File: config.mk
export PLATFORM = sky130hd
export DESIGN_NAME = sreg_siso_xfer_ctrl
export DESIGN_NICKNAME = d
export VERILOG_FILES = /design/src/rtl/sreg_siso_xfer_ctrl_pkg.sv /design/src/rtl/sreg_siso_xfer_ctrl_dpath.sv /design/src/rtl/sreg_siso_xfer_ctrl.sv
export SDC_FILE = /design/constraint.sdc
export NUM_CORES = 1
export LEC_CHECK = 0
export CAP_MARGIN = 20
export CORE_MARGIN = 2
export CORE_UTILIZATION = 40
export DETAILED_ROUTE_END_ITERATION = 7
export HOLD_SLACK_MARGIN = 0.12
export PLACE_DENSITY_LB_ADDON = 0.05
export SYNTH_ARGS = -nofsm -noshare
export SYNTH_HDL_FRONTEND = slang
export SYNTH_HIERARCHICAL = 1
export SYNTH_SLANG_ARGS = --single-unit
export TNS_END_PERCENT = 30
File: constraint.sdc
create_clock -name clk -period 1.2 [get_ports clk]
set_input_delay 0.12 -clock clk [delete_from_list [all_inputs] [get_ports clk]]
set_output_delay 0.12 -clock clk [all_outputs]
set_load 0.02 [all_outputs]
File: src/rtl/sreg_siso_xfer_ctrl_pkg.sv
// Shared types and helpers for the SISO shift-register transfer controller.
package sreg_siso_xfer_ctrl_pkg;

  typedef enum logic [1:0] {
    IDLE  = 2'd0,
    SHIFT = 2'd1,
    DONE  = 2'd2
  } state_t;

  // Bit-counter width for a chain of nbits stages.
  function automatic int cnt_width(input int nbits);
    return (nbits < 2) ? 1 : $clog2(nbits);
  endfunction

endpackage

File: src/rtl/sreg_siso_xfer_ctrl_dpath.sv
// Datapath: hold register, capture register, bit counter and MSB-first bit mux.
module sreg_siso_xfer_ctrl_dpath #(
  parameter int NBITS = 8
) (
  input  logic             clk,
  input  logic             reset,
  input  logic             load,
  input  logic [NBITS-1:0] load_data,
  input  logic             shift,
  input  logic             sr_sout,
  output logic             sin_bit,
  output logic             last,
  output logic [NBITS-1:0] obuf
);
  import sreg_siso_xfer_ctrl_pkg::*;

  localparam int CNT_W = cnt_width(NBITS);
  localparam logic [CNT_W-1:0] CNT_LAST = CNT_W'(NBITS - 1);

  logic [NBITS-1:0] hold;
  logic [CNT_W-1:0] cnt;
  logic [CNT_W-1:0] idx;

  // cnt walks 0..NBITS-1, so idx walks from the MSB down to bit 0.
  assign idx     = CNT_LAST - cnt;
  assign last    = (cnt == CNT_LAST);
  assign sin_bit = hold[idx];

  always_ff @(posedge clk) begin
    if (load) hold <= load_data;
  end

  // obuf samples sout at the same edge that shifts the chain, i.e. the bit
  // leaving the chain before this shift lands in it.
  always_ff @(posedge clk) begin
    if (reset) begin
      cnt  <= '0;
      obuf <= '0;
    end else if (load) begin
      cnt <= '0;
    end else if (shift) begin
      obuf[idx] <= sr_sout;
      cnt       <= last ? '0 : cnt + 1'b1;
    end
  end

endmodule

File: src/rtl/sreg_siso_xfer_ctrl.sv
// Sequencer for an NBITS-deep SISO chain; optional drain via SREG_SISO_XFER_CTRL_FLUSH_EN.
module sreg_siso_xfer_ctrl #(
  parameter int NBITS = 8
) (
  input  logic             clk,
  input  logic             reset,
  input  logic             in_val,
  output logic             in_rdy,
  input  logic [NBITS-1:0] in_data,
  output logic             out_val,
  input  logic             out_rdy,
  output logic [NBITS-1:0] out_data,
  output logic             sr_en,
  output logic             sr_sin,
  input  logic             sr_sout
`ifdef SREG_SISO_XFER_CTRL_FLUSH_EN
  ,
  input  logic             flush
`endif
);
  import sreg_siso_xfer_ctrl_pkg::*;

  state_t           state;
  logic             en_q;
  logic             flush_go;
  logic             load;
  logic             last;
  logic             sin_bit;
  logic [NBITS-1:0] load_data;

`ifdef SREG_SISO_XFER_CTRL_FLUSH_EN
  // in_val wins over flush; a flush pushes an all-zero word through the chain.
  assign flush_go = flush & ~in_val;
`else
  assign flush_go = 1'b0;
`endif

  assign load      = in_rdy & (in_val | flush_go);
  assign load_data = in_val ? in_data : '0;

  // Chain must not shift on the reset edge, so gate the registered enable.
  assign sr_en  = en_q & ~reset;
  assign sr_sin = sr_en & sin_bit;

  always_ff @(posedge clk) begin
    if (reset) begin
      state   <= IDLE;
      in_rdy  <= 1'b1;
      out_val <= 1'b0;
      en_q    <= 1'b0;
    end else begin
      case (state)
        IDLE: begin
          if (load) begin
            state  <= SHIFT;
            in_rdy <= 1'b0;
            en_q   <= 1'b1;
          end
        end
        SHIFT: begin
          if (last) begin
            state   <= DONE;
            en_q    <= 1'b0;
            out_val <= 1'b1;
          end
        end
        DONE: begin
          if (out_rdy) begin
            state   <= IDLE;
            out_val <= 1'b0;
            in_rdy  <= 1'b1;
          end
        end
        default: begin
          state   <= IDLE;
          in_rdy  <= 1'b1;
          out_val <= 1'b0;
          en_q    <= 1'b0;
        end
      endcase
    end
  end

  sreg_siso_xfer_ctrl_dpath #(
    .NBITS(NBITS)
  ) u_dpath (
    .clk      (clk),
    .reset    (reset),
    .load     (load),
    .load_data(load_data),
    .shift    (state == SHIFT),
    .sr_sout  (sr_sout),
    .sin_bit  (sin_bit),
    .last     (last),
    .obuf     (out_data)
  );

endmodule

### Yosys cells after proc, flatten, opt, wreduce, memory -nomap -nowiden

Index checks and enable logic that the tools add are counted.

| storage, ports and cells | value |
|---|---|
| output and inout port bits | 12 |
| logic and storage cells | 52 |
| register bits after elaboration | 24 |
| bits of input ports | 13 |

| operators by class | value |
|---|---|
| reduce and logical (&&, ||, !) cells | 8 |
| order comparisons | 2 |
| bitwise logic cells | 8 |
| mux-type cells | 19 |
| $add $sub $neg | 2 |
| equality and inequality tests | 6 |

Operators with widths:

| operator | count |
|---|---|
| 3-bit AND reduction | 4 |
| 1-bit one-hot mux with 3 select lines | 3 |
| 8-bit bitwise mux | 1 |
| 1-bit two-way mux | 8 |
| 2-bit two-way mux | 3 |
| 2-bit inequality test, second input constant | 3 |
| 2-bit one-hot mux with 3 select lines | 1 |
| 1-bit NOT | 5 |
| 3-bit by 4-bit < comparator with 1-bit output, second input constant | 1 |
| 3-bit by 1-bit adder with 3-bit output, second input constant | 1 |
| 1-bit AND | 3 |
| 1-bit binary-select mux with 3-bit select | 1 |
| 1-bit demux with 3-bit select | 1 |
| 3-bit equality test, second input constant | 1 |
| 3-bit by 1-bit greater-or-equal comparator with 1-bit output, second input constant | 1 |
| 3-bit two-way mux | 1 |
| 3-bit subtractor, first input constant | 1 |
| 2-bit by 1-bit equality test with 1-bit output, second input constant | 1 |
| 2-bit equality test, second input constant | 1 |
| 2-bit logical NOT | 1 |
| 2-bit AND reduction | 1 |
| 2-bit OR reduction | 1 |
| 1-bit logical AND | 1 |

### Longest topological paths before layout

Gate-level depths: netlist of run 1.

| depth | value |
|---|---|
| depth in word-level cells | 6 |
| gate-level depth with buffers | 5 |
| depth with buffers taken out | 5 |

### Hierarchy

Netlist of run 1, hierarchy kept.

By module, submodules not included:

| module | seq. area each (um^2) | times used | area each (um^2) | cells each |
|---|---|---|---|---|
| sreg_siso_xfer_ctrl_dpath | 460.4 | 1 | 852.1 | 71 |
| sreg_siso_xfer_ctrl | 100.1 | 1 | 287.8 | 33 |

### Worst setup path before layout of run 1

Ideal clock, no wire load.

| path | value |
|---|---|
| path type | flip-flop to flip-flop |
| start | register in_rdy |
| end | register u_dpath.obuf[0] |
| library setup time | 0.072 ns |
| clock period less this slack | 1.492 ns |
| cell stages (with the launch flop) | 5 |
| arrival time | 1.421 ns |
| data required time | 1.128 ns |
| setup slack | -0.292 ns |
| buffers on the path | 0 |
| cells stage by stage | dfxtp_1 -> and2_1 -> and3b_1 -> nand3_1 -> mux2i_1 |

| on the way | value |
|---|---|
| longest elaborated chain between the ends | 3 |

RTL lines:

| item | RTL line | RTL |
|---|---|---|
| start, declared | sreg_siso_xfer_ctrl.sv:8 | `output logic in_rdy,` |
| start signal, assigned | sreg_siso_xfer_ctrl.sv:48 | `in_rdy <= 1'b1;` |
| start signal, assigned | sreg_siso_xfer_ctrl.sv:56 | `in_rdy <= 1'b0;` |
| start signal, assigned | sreg_siso_xfer_ctrl.sv:71 | `in_rdy <= 1'b1;` |
| 1-bit AND | sreg_siso_xfer_ctrl.sv:38 | `assign load = in_rdy & (in_val \| flush_go);` |
| named net load | sreg_siso_xfer_ctrl.sv:26 | `logic load;` |
| 1-bit NOT (no line) | n/a |  |
| 2-bit AND reduction (no line) | n/a |  |
| end signal, assigned by index | sreg_siso_xfer_ctrl_dpath.sv:42 | `obuf[idx] <= sr_sout;` |
| end, declared | sreg_siso_xfer_ctrl_dpath.sv:13 | `output logic [NBITS-1:0] obuf` |

The timed path passes the listed nets, and every way through them passes these cells.
A chain may end at the register's enable or synchronous reset.

### Worst setup path in the final report of run 1

| path | value |
|---|---|
| start | register u_dpath.cnt[2] |
| end | output sr_sin |

| on the way | value |
|---|---|
| longest elaborated chain between the ends | 4 |

RTL lines:

| item | RTL line | RTL |
|---|---|---|
| start, declared | sreg_siso_xfer_ctrl_dpath.sv:21 | `logic [CNT_W-1:0] cnt;` |
| start signal, assigned | sreg_siso_xfer_ctrl_dpath.sv:43 | `cnt <= last ? '0 : cnt + 1'b1;` |
| 3-bit subtractor | sreg_siso_xfer_ctrl_dpath.sv:25 | `assign idx = CNT_LAST - cnt;` |
| 1-bit binary-select mux with 3-bit select | sreg_siso_xfer_ctrl_dpath.sv:27 | `assign sin_bit = hold[idx];` |
| 1-bit two-way mux (implied by the code) | sreg_siso_xfer_ctrl_dpath.sv:27 |  |
| named net sin_bit | sreg_siso_xfer_ctrl.sv:28 | `logic sin_bit;` |
| 1-bit AND | sreg_siso_xfer_ctrl.sv:43 | `assign sr_sin = sr_en & sin_bit;` |
| end, declared | sreg_siso_xfer_ctrl.sv:14 | `output logic sr_sin,` |

The timed path passes the listed nets, and every way through them passes these cells. The select of a mux whose other input is x is not followed.

==> results of run 1 <==
state kept, by name (all words and copies together) (netlist names):
name	cells
en_q	1
in_rdy	1
out_val	1
state	2
u_dpath/cnt	3
u_dpath/hold	8
u_dpath/obuf	8
metal layers:
layer  share of wire [%]  vias up  global-route usage, %
li1                    -      444                      -
met5                   0        -                      0
met3                 3.2        4                  2.268
met4                 1.6        0                  6.977
met1                  44      423                  18.54
met2                  51       18                  25.49
layout make-up:
class                      count  area (µm²)  share of cell area [%]
clock buffer                   4       26.28                   1.632
sequential                    24       566.8                   35.20
tap                           31       38.79                   2.409
timing repair buffer          41       366.6                   22.77
multi-input combinational     74       611.8                   38.00
synth_stat cells, types with 2 or more instances:
| master | instances | share of area [%] |
|---|---|---|
| nand2_1 | 6 | 2.0 |
| dfxtp_1 | 16 | 28 |
| ha_1 | 2 | 2.2 |
| mux2_4 | 2 | 2.6 |
| nor2_1 | 2 | 0.66 |
| edfxtp_1 | 8 | 21 |
| clkbuf_1 | 3 | 0.99 |
| nor2b_1 | 3 | 1.6 |
| nand3b_1 | 2 | 1.3 |
| nand3_1 | 4 | 1.8 |
| and2_1 | 10 | 5.5 |
| mux2i_1 | 12 | 11 |
| nor3_1 | 3 | 1.3 |
| or3b_1 | 2 | 1.5 |
| nand2b_1 | 12 | 6.6 |
metrics by stage:
stage	setup TNS, ns	hold slack, ns	instances	utilization, %
2_1_floorplan	-0.06524	0.1891	104	-
3_3_place_gp	-4.531	0.4604	169	55.33
3_5_place_dp	-4.791	0.4646	169	55.33
4_1_cts	-1.097	0.4445	173	57.80
5_1_grt	-1.427	0.4486	174	58.90
6_report	-0.7839	0.4594	174	58.90
where the power goes:
| group | leakage, µW | switching, µW | total (µW) | internal [µW] |
|---|---|---|---|---|
| Clock | 0.0000150 | 236 | 366 | 130 |
| Sequential | 0.000210 | 19.2 | 900 | 881 |
| Combinational | 0.000461 | 111 | 264 | 153 |
timing repair:
action | 4_1_cts | 5_1_grt
pin swaps | 4 | 6
setup endpoints to repair | 21 | 15
buffers inserted | 0 | 1
resized for setup | 30 | 11
cell families after synthesis:
logic type / share of synthesized area, %
fa+ha+maj: 2.195
flops: 49.18
buf+inv: 3.073
simple gates: 26.57
mux: 13.17
compound gates: 5.818
critical path: cells and delay by family, from the launching register on:
family / cells / cell delay (ns)
buf+inv: 1 / 0.12
compound gates: 2 / 0.30
flops: 1 / 0.38
mux: 1 / 0.31
simple gates: 1 / 0.16
how the worst min path moves through the flow:
stage                     from              end  slack (ns)
3_5_place_dp   u_dpath/obuf[2]  u_dpath/obuf[2]        0.46
6_report            in_data[6]  u_dpath/hold[6]        0.46
2_1_floorplan            reset         state[1]        0.19
4_1_cts             in_data[6]  u_dpath/hold[6]        0.44
3_3_place_gp   u_dpath/obuf[6]  u_dpath/obuf[6]        0.46
5_1_grt             in_data[5]  u_dpath/hold[5]        0.45
==> impl_metrics.json, run 1 <==
{
  "slowest_stage": "dfxtp_2",
  "antenna_found_initial": 0,
  "vdd_ir_drop_max_mv": 0.7472,
  "place.gp.congestion": 0.7794,
  "synth-edff-count": 8,
  "violations": "negative setup slack",
  "reg2reg_slack_ns": -0.10,
  "via_count": 889,
  "nets": 159,
  "cp-endpoint": "sr_sin",
  "wl_per_cell_um": 13.06,
  "required_ns": 1.08,
  "route.detailed.drc": 0,
  "drv_slew": 0,
  "dr.pass1.iters": 4,
  "grt_max_degree": 20,
  "antenna_left": 0,
  "hold_violations": 0,
  "grt_pass1_vias": 859,
  "critPathMaxStageDelay_ns": 0.38,
  "die_h_um": 57.38,
  "grt_pass1_wl_mm": 3.732,
  "dp_slack_ns": -0.5513,
  "portBuffers": 24,
  "async_flop_share_pct": 0,
  "coreArea_um2": 2734,
  "avgSynthCellArea_um2": 10.96,
  "worstSetupEndpointType": "output port",
  "place_area_um2": 1513,
  "core.rowCount": 19,
  "finalSetupViolations": 6,
  "final_cell_mix": "15 x buf_4, 12 x clkdlybuf4s50_1, 12 x mux2i_1, 11 x nand2b_1, 11 x dfxtp_1",
  "clock_sinks": 24,
  "ys_ff_latch": 24,
  "insertion_delay_ns": 0.31,
  "min_path_cells": 2,
  "dieArea_um2": 3292,
  "tightest_slew_ns": 0.2596,
  "design_area_um2": 1610,
  "synth_cell_types": 32,
  "ys_seq_area_share_pct": 49.18,
  "startpoint": "u_dpath/cnt[2]",
  "cts_buffers": 3,
  "dieWidth_um": 57.38,
  "r2r_cells": 6,
  "drive_gt1_share_pct": 30.77,
  "syn_area_um2": 1140,
  "relSlewSlack_pct": 82.69,
  "overflow": 0,
  "htree_levels": 1,
  "critPathLaunchType": "flip-flop",
  "leakage_uw": 0.0006861,
  "clk_pin_slew_ns": 0.13,
  "fin_crit_ns": 1.707,
  "area_delta_synth_final_pct": 41.27,
  "grt_usage_pct": 14.99,
  "layout.cells.most_common": "buf_4",
  "n_fill_cell": 239,
  "wl_mm": 2.272,
  "drtIter0Drc": 8,
  "vias_per_cell": 5.109,
  "status": "finished with violations",
  "skew_ns": 0.004441,
  "yosysWarnings": 6,
  "fmax_ghz": 0.5858,
  "dp.final_hpwl_mm": 1.680,
  "antennaDiodeCount": 0,
  "io_pins": 25,
  "clockBufferDepth": 2,
  "path_cells": "mux2_4 > a32oi_1 > o2111ai_1 > and2_4 > buf_6",
  "criticalPathCategory": "flip-flop to output port",
  "timing.final.ws_setup_ns": -0.5072,
  "r2r-end": "u_dpath/cnt[2]",
  "syn-instance-count": 104,
  "worstPathArrival_ns": 1.59,
  "floorplan.initialDensity_pct": 41.69,
  "rsz0062_at_grt": "true",
  "r2r-start": "u_dpath/cnt[1]",
  "post-route-period-util_pct": 142.3,
  "max_cap_viol_count": 0,
  "cts-root-buf": "clkbuf_4",
  "cts_hold_buf": 0,
  "worstPathMaxFanout": 4,
  "power.total_uw": 1530,
  "p_per_area_nw_per_um2": 950.2,
  "syn_nets": 119,
  "cts_tree": "done",
  "hp-class": "primary input to flip-flop",
  "ys.flop_type": "dfxtp_1"
}
No activity file was read; power rests on OpenSTA's default activity.
==> inputs of run 2 (changes only) <==
CTS_CLUSTER_SIZE = 10   (was default)
==> results of run 2 <==
The final DEF is identical to that of run 1; final timing and power are the same.
